[config.mk]
export PLATFORM = sky130hd
export DESIGN_NAME = elbeth_mem_arbiter
export DESIGN_NICKNAME = d
export VERILOG_FILES = /design/src/rtl/elbeth_mem_arbiter.sv
export SDC_FILE = /design/constraint.sdc
export NUM_CORES = 1
export LEC_CHECK = 0
export ABC_AREA = 1
export BUFFER_PORTS_ARGS = -buffer_cell sky130_fd_sc_hd__buf_4
export CORE_MARGIN = 2
export CORE_UTILIZATION = 44
export CTS_CLUSTER_DIAMETER = 120
export CTS_CLUSTER_SIZE = 40
export DETAILED_ROUTE_END_ITERATION = 16
export GPL_TIMING_DRIVEN = 0
export PLACE_DENSITY = 0.85
export SYNTH_ARGS = -nofsm -noshare
export SYNTH_HDL_FRONTEND = slang
export SYNTH_SLANG_ARGS = --single-unit
[constraint.sdc]
create_clock -name clk -period 1.5 [get_ports clk]
set_input_delay 0.15 -clock clk [delete_from_list [all_inputs] [get_ports clk]]
set_output_delay 0.15 -clock clk [all_outputs]
set_load 0.05 [all_outputs]
[src/rtl/elbeth_mem_arbiter.sv]
// elbeth_mem_arbiter: serializes ELBETH fetch and data requests onto one memory bus, data first.
// Defining ELBETH_MEM_ARB_TIMEOUT_EN adds a bus timeout of TIMEOUT_CYCLES grant cycles.
module elbeth_mem_arbiter #(
    parameter int ADDR_WIDTH     = 32,
    parameter int DATA_WIDTH     = 32,
    parameter int TIMEOUT_CYCLES = 255
) (
    input  logic                  clk,
    input  logic                  rst,
    input  logic [ADDR_WIDTH-1:0] if_imem_addr,
    input  logic                  if_imem_en,
    output logic [DATA_WIDTH-1:0] if_imem_rdata,
    output logic                  if_imem_ready,
    output logic                  if_imem_error,
    input  logic [ADDR_WIDTH-1:0] exs_dmem_addr,
    input  logic [DATA_WIDTH-1:0] exs_dmem_wdata,
    input  logic                  exs_dmem_wr,
    input  logic [3:0]            exs_dmem_data_sel,
    input  logic                  exs_dmem_en,
    output logic [DATA_WIDTH-1:0] exs_dmem_rdata,
    output logic                  exs_dmem_ready,
    output logic                  exs_dmem_error,
    output logic [ADDR_WIDTH-1:0] mem_addr,
    output logic [DATA_WIDTH-1:0] mem_wdata,
    output logic                  mem_wr,
    output logic [3:0]            mem_data_sel,
    output logic                  mem_en,
    input  logic [DATA_WIDTH-1:0] mem_rdata,
    input  logic                  mem_ready,
    input  logic                  mem_error,
    output logic                  arb_busy
);

    typedef enum logic [1:0] {
        IDLE    = 2'd0,
        GRANT_I = 2'd1,
        GRANT_D = 2'd2,
        RESP    = 2'd3
    } state_t;

    if (TIMEOUT_CYCLES < 1 || TIMEOUT_CYCLES > 65535) begin : g_bad_timeout
        $error("elbeth_mem_arbiter: TIMEOUT_CYCLES must be within 1..65535");
    end

    state_t                state_q, state_d;
    logic [ADDR_WIDTH-1:0] mem_addr_q, mem_addr_d;
    logic [DATA_WIDTH-1:0] mem_wdata_q, mem_wdata_d;
    logic                  mem_wr_q, mem_wr_d;
    logic [3:0]            mem_data_sel_q, mem_data_sel_d;
    logic                  mem_en_q, mem_en_d;
    logic [DATA_WIDTH-1:0] if_rdata_q, if_rdata_d;
    logic                  if_ready_q, if_ready_d;
    logic                  if_error_q, if_error_d;
    logic [DATA_WIDTH-1:0] dm_rdata_q, dm_rdata_d;
    logic                  dm_ready_q, dm_ready_d;
    logic                  dm_error_q, dm_error_d;
`ifdef ELBETH_MEM_ARB_TIMEOUT_EN
    logic [15:0]           wait_cnt_q, wait_cnt_d;
    logic                  timeout;

    assign timeout = (({1'b0, wait_cnt_q} + 17'd1) == 17'(TIMEOUT_CYCLES));
`endif

    always_comb begin
        state_d        = state_q;
        mem_addr_d     = mem_addr_q;
        mem_wdata_d    = mem_wdata_q;
        mem_wr_d       = mem_wr_q;
        mem_data_sel_d = mem_data_sel_q;
        mem_en_d       = mem_en_q;
        // Response registers are pulses: zero unless the bus cycle finishes this cycle.
        if_rdata_d     = '0;
        if_ready_d     = 1'b0;
        if_error_d     = 1'b0;
        dm_rdata_d     = '0;
        dm_ready_d     = 1'b0;
        dm_error_d     = 1'b0;
`ifdef ELBETH_MEM_ARB_TIMEOUT_EN
        wait_cnt_d     = wait_cnt_q;
`endif
        case (state_q)
            IDLE: begin
                if (exs_dmem_en) begin
                    mem_addr_d     = exs_dmem_addr;
                    mem_wdata_d    = exs_dmem_wdata;
                    mem_wr_d       = exs_dmem_wr;
                    mem_data_sel_d = exs_dmem_data_sel;
                    mem_en_d       = 1'b1;
                    state_d        = GRANT_D;
                end else if (if_imem_en) begin
                    mem_addr_d     = if_imem_addr;
                    mem_wdata_d    = '0;
                    mem_wr_d       = 1'b0;
                    mem_data_sel_d = 4'hF;
                    mem_en_d       = 1'b1;
                    state_d        = GRANT_I;
                end
`ifdef ELBETH_MEM_ARB_TIMEOUT_EN
                wait_cnt_d = '0;
`endif
            end
            GRANT_I, GRANT_D: begin
                if (mem_ready) begin
                    mem_en_d = 1'b0;
                    state_d  = RESP;
                    if (state_q == GRANT_D) begin
                        dm_ready_d = 1'b1;
                        dm_rdata_d = mem_rdata;
                        dm_error_d = mem_error;
                    end else begin
                        if_ready_d = 1'b1;
                        if_rdata_d = mem_rdata;
                        if_error_d = mem_error;
                    end
                end
`ifdef ELBETH_MEM_ARB_TIMEOUT_EN
                else if (timeout) begin
                    mem_en_d = 1'b0;
                    state_d  = RESP;
                    if (state_q == GRANT_D) begin
                        dm_ready_d = 1'b1;
                        dm_error_d = 1'b1;
                    end else begin
                        if_ready_d = 1'b1;
                        if_error_d = 1'b1;
                    end
                end else begin
                    wait_cnt_d = wait_cnt_q + 16'd1;
                end
`endif
            end
            RESP: begin
                // Requests are not sampled here, so the finished request cannot re-enter.
                state_d = IDLE;
            end
            default: begin
                state_d = IDLE;
            end
        endcase
    end

    always_ff @(posedge clk) begin
        if (!rst) begin
            state_q        <= IDLE;
            mem_addr_q     <= '0;
            mem_wdata_q    <= '0;
            mem_wr_q       <= 1'b0;
            mem_data_sel_q <= 4'h0;
            mem_en_q       <= 1'b0;
            if_rdata_q     <= '0;
            if_ready_q     <= 1'b0;
            if_error_q     <= 1'b0;
            dm_rdata_q     <= '0;
            dm_ready_q     <= 1'b0;
            dm_error_q     <= 1'b0;
`ifdef ELBETH_MEM_ARB_TIMEOUT_EN
            wait_cnt_q     <= '0;
`endif
        end else begin
            state_q        <= state_d;
            mem_addr_q     <= mem_addr_d;
            mem_wdata_q    <= mem_wdata_d;
            mem_wr_q       <= mem_wr_d;
            mem_data_sel_q <= mem_data_sel_d;
            mem_en_q       <= mem_en_d;
            if_rdata_q     <= if_rdata_d;
            if_ready_q     <= if_ready_d;
            if_error_q     <= if_error_d;
            dm_rdata_q     <= dm_rdata_d;
            dm_ready_q     <= dm_ready_d;
            dm_error_q     <= dm_error_d;
`ifdef ELBETH_MEM_ARB_TIMEOUT_EN
            wait_cnt_q     <= wait_cnt_d;
`endif
        end
    end

    assign mem_addr       = mem_addr_q;
    assign mem_wdata      = mem_wdata_q;
    assign mem_wr         = mem_wr_q;
    assign mem_data_sel   = mem_data_sel_q;
    assign mem_en         = mem_en_q;
    assign if_imem_rdata  = if_rdata_q;
    assign if_imem_ready  = if_ready_q;
    assign if_imem_error  = if_error_q;
    assign exs_dmem_rdata = dm_rdata_q;
    assign exs_dmem_ready = dm_ready_q;
    assign exs_dmem_error = dm_error_q;
    assign arb_busy       = (state_q != IDLE);

endmodule

======== Word-level counts from Yosys, hierarchy flattened ========
Cells that the tools add are included.
cells by class
  eq/ne operators ......................... 5
  muxes and demuxes ....................... 18
  multiply operators ...................... 0
  order comparisons ....................... 0
  bitwise gates (word level) .............. 3
  reductions and logical operators ........ 11
  divide/modulo/power cells ............... 0
  add/subtract/negate cells ............... 0
  shift-type cells ........................ 0
operator list
  cell                                                                    count
  32-bit two-way mux                                                      4
  4-bit two-way mux                                                       2
  1-bit two-way mux                                                       7
  2-bit two-way mux                                                       3
  2-bit one-hot mux with 3 select lines                                   1
  3-bit AND reduction                                                     2
  2-bit nonzero test                                                      3
  2-bit equality test (second input constant)                             2
  2-bit AND reduction                                                     2
  4-bit AND reduction                                                     1
  4-bit OR reduction                                                      1
  3-bit != test (second input constant)                                   1
  1-bit NOT                                                               3
  2-bit by 1-bit equality test with 1-bit output (second input constant)  1
  2-bit logical NOT                                                       1
  2-bit != test (second input constant)                                   1
  1-bit one-hot mux with 2 select lines                                   1
  2-bit OR reduction                                                      1
storage, ports and cells
  memory bits (read-only) ................. 0
  latch bits .............................. 0
  bits of input ports ..................... 139
  bits in registers ....................... 140
  memories kept ........................... 0
  logic and storage cells ................. 49
  memory bits (writable) .................. 0

======== Logic depth before layout (Yosys ltp) ========
  depth after elaboration ................. 4
  depth in mapped cells ................... 8

======== Worst setup path after synthesis ========
Ideal clock, no wire load.
  kind .................................... register to output
  start ................................... register state_q[0]
  end ..................................... output port arb_busy
  setup slack ............................. 0.071 ns
  data required time ...................... 1.350 ns
  cell stages (with the launch flop) ...... 6
  arrival ................................. 1.279 ns
  cells stage by stage .................... dfxtp_1 inv_1 ha_1 buf_2 buf_2 inv_1
on the way
  word-level cells in the longest chain between the ends .. 1
RTL lines
  element                 RTL line  source
  from (decl)             45        state_t state_q, state_d;
  from (signal assigned)  160       state_q <= state_d;
  2-bit nonzero test      189       assign arb_busy = (state_q != IDLE);
  to (decl)               31        output logic arb_busy
No other way between the ends.

======== Final worst setup path ========
Ends and elaborated chain as after synthesis.

==> reports/results.tsv <==
stage	metric	value	unit
pwr	Max rail drop VDD	1280	uV
placed_design	placed instance count	1041	
placed_design	Port Buf Inserts	276	
sta	Slew Limit Fails	0	
critical_path	startpoint types	flip-flop	
global_route	gr usage total	0.349	
floorplanning	Die X	109	um
critical_path	path type of the worst setup path	flip-flop to output port	
critical_path	Reg-to-Reg End	mem_wdata[4]	
sta	fmax	617	MHz
final_layout	Layout area overhead	86.9	%
floorplanning	Die Y	109	um
routing	DRC Markers	0	
synthesis	Synth area leader	dfxtp_1	
global_route	grt ovf	0	
routing	drt via density	5.12	
synthesis	ys flop type	dfxtp_1	
critical_path	r2r startpoint	state_q[0]	
floorplanning	FP Rows	38	
synthesis	Synth Area in Adders	0.0102	
hold_path	min-delay src	if_imem_en	
clocking	Clock Tree Buf Depth	2	
synthesis	post-synthesis sequential area ratio	0.572	
sta	Setup violations, final	2	
final_layout	Reg area	0.00281	mm2
floorplanning	io pins	278	
routing	final WL	22.1	mm
critical_path	CP max FO	2	
global_route	pin count of the biggest net entering global routing	17	
sta	Final min period	1.62	ns
final_layout	Finished Layout Cells	1210	
synthesis	Avg Synthesized Cell Area	7.83	um2
hold_path	Worst Hold Depth	6	
critical_path	Worst Setup End Kind	output port	
sta	worst slew pin tran	0.556	ns
sta	slew margin rel.	0.629	
clocking	Clock Latency Late Sink	0.52	ns
synthesis	Commonest cells post-synth	nand2_1 (176), dfxtp_1 (140), nor2_1 (109)	
run_status	violated checks	negative setup slack	
synthesis	mux share of post-synthesis cell area	0	
floorplanning	Initial Utilization	0.452	
clocking	clk slew on worst S/H paths	0.06	ns
synthesis	Cells after Synth	625	
placed_design	hpwl dp	11.2	mm
synthesis	YS warnings	0	
final_layout	ANT cells	0	
global_route	global-route wire length before repair	31.6	mm
sta	Fin Setup TNS	-0.208	ns
sta	hold slack	0.0125	ns
floorplanning	DIE AREA	0.0120	mm2
sta	RSZ-0062 raised after global routing	yes	
synthesis	FF+latch count, synth	140	
hold_path	Hold EP	mem_en	
placed_design	GPL Wtd Cong	0.778	
synthesis	main combinational cell family by area after synthesis	simple AND/OR/NAND/NOR gates	
pwr	power per cell area	1760	mW/mm2
critical_path	internal reg-to-reg setup slack	-0.09	ns
routing	number of vias in the routed layout	6190	
sta	worst setup margin	-0.120	ns
clocking	Root Buffer	clkbuf_8	
clocking	clock sink total	140	
flow_run	Max Cap Violations	0	
routing	Iteration-0 DRC Markers	386	
final_layout	layout cells sized above 1	0.345	
routing	Post-DRT Antenna Nets	0	
routing	TritonRoute pass-1 iters	8	
synthesis	top cell type's share of synthesized area	0.572	
sta	Clock Skew	0.00562	ns
critical_path	Worst EP required	1.35	ns
floorplanning	core area	0.0108	mm2
synthesis	Post-Synth XOR/XNOR Area	0	
synthesis	Synth Area in Simple Gates	0.224	
global_route	vias in the first global route	6329	
synthesis	Synth area leaders	dfxtp_1 (57%), nand2_1 (13%), nor2_1 (8.4%)	
global_route	initial antenna violation count	0	
final_layout	Nets	1200	
pwr	leakage power	0.00460	uW
synthesis	Syn Std Cell Area	0.00490	mm2
clocking	H-tree depth	4	
final_layout	fillcell total	558	
critical_path	Arrival @ worst endpoint	1.47	ns
clocking	CTS tree	built	
final_layout	Multi-input gate area	0.00173	mm2
synthesis	Async S/R FF share, synth	0	
synthesis	number of synthesized flops with an enable pin	0	
synthesis	cell with the most instances after synthesis	nand2_1	
synthesis	Synth cell types	17	
clocking	total CTS buffers	17	
synthesis	Syn Nets	768	
critical_path	crit path launch	state_q[0]	
run_status	status	finished, violations left	
synthesis	post-synthesis compound-gate area fraction	0.109	
sta	final worst path period share	1.08	
final_layout	Util after Layout	0.844	
sta	final hold vios	0	
critical_path	reg2reg path depth	8	
routing	per-cell routed wire length	18.3	um
hold_path	Worst Hold Class	input pin to flip-flop	
-- worst max-delay path, stage by stage (launching register included) --
cell and delay, ns:
dfxtp_2 0.34, inv_2 0.05, ha_4 0.16, buf_8 0.11, buf_8 0.11, clkinv_4 0.04, buf_8 0.13
-- placed cells by master, fill, tap and decap left out, types with 3 or more instances in the layout --
master and instances:
dlygate4sd3_1 127, inv_1 41, clkbuf_1 7, nor2_1 109, a21oi_2 8, o21ai_1 20, nand2_1 174, nand2_2 4
dfxtp_1 138, buf_6 10, ha_1 3, clkbuf_16 16, clkinvlp_4 3, inv_8 3, buf_2 12, o21ai_0 18
a21oi_1 61, buf_8 3, inv_6 5, buf_4 290
-- worst max-delay path by stage --
stage	slack [ns]	to	cells past startpoint
after detailed placement	-0.16	arb_busy	6
after global placement	-0.15	arb_busy	6
after floorplan	0.07	arb_busy	5
after global routing	-0.18	arb_busy	6
after CTS	-0.14	arb_busy	6
final	-0.12	arb_busy	6
-- per-stage QoR --
| stage | cell area [um2] | power [uW] | worst slack [ns] |
|---|---|---|---|
| floorplan | 4900 | 8980 | 0.0708 |
| CTS | 9050 | 15500 | -0.143 |
| global route | 9150 | 16700 | -0.177 |
| detailed placement | 7140 | 10900 | -0.161 |
| finish | 9150 | 16100 | -0.120 |
| global placement | 7140 | 10800 | -0.147 |
-- layer usage --
metal  routed length [um]  share of wire  global-route usage
met1                 7370           0.33               0.344
met2                11200           0.51               0.624
met3                 2220           0.10               0.119
met4                 1350          0.061               0.218
met5                    0              0                   0
-- state kept, by name (all words and copies together), names as in the netlist, 2 cells and up --
name,count
mem_addr,32
state_q,2
mem_data_sel,4
mem_wdata,32
if_imem_rdata,32
exs_dmem_rdata,32
-- power breakdown --
part | leakage [uW] | total (uW) | switching (uW) | internal (uW)
logic | 0.00319 | 7400 | 4760 | 2650
clock network | 0.000262 | 3920 | 1810 | 2100
registers | 0.00114 | 4780 | 402 | 4380
total | 0.00460 | 16100 | 6970 | 9130
-- logic make-up (layout without fill, tap and decap cells) --
| logic type | Yosys count | in the layout |
|---|---|---|
| simple gates | 290 | 290 |
| flops | 140 | 140 |
| compound gates | 107 | 107 |
| buf+inv | 84 | 529 |
| fa+ha+maj | 4 | 4 |
-- layout make-up --
type | count | share of cell area
repair buffers | 413 | 0.374
flip-flops and latches | 140 | 0.307
multi-input cells | 401 | 0.189
clock buffers | 18 | 0.0457
plain buffers | 38 | 0.0309
inverters | 46 | 0.0200
well taps | 140 | 0.0191
clock inverters | 14 | 0.0142
-- what timing repair did --
action                     CTS  global route
setup endpoints to repair   41            38
gates cloned                 0             0
setup buffers                6             4
resized for setup           17            26
hold buffers               127             0
pin swaps                    1             1
hold endpoints to repair   133             0
Note: power is estimated with default switching activity, not from simulation.
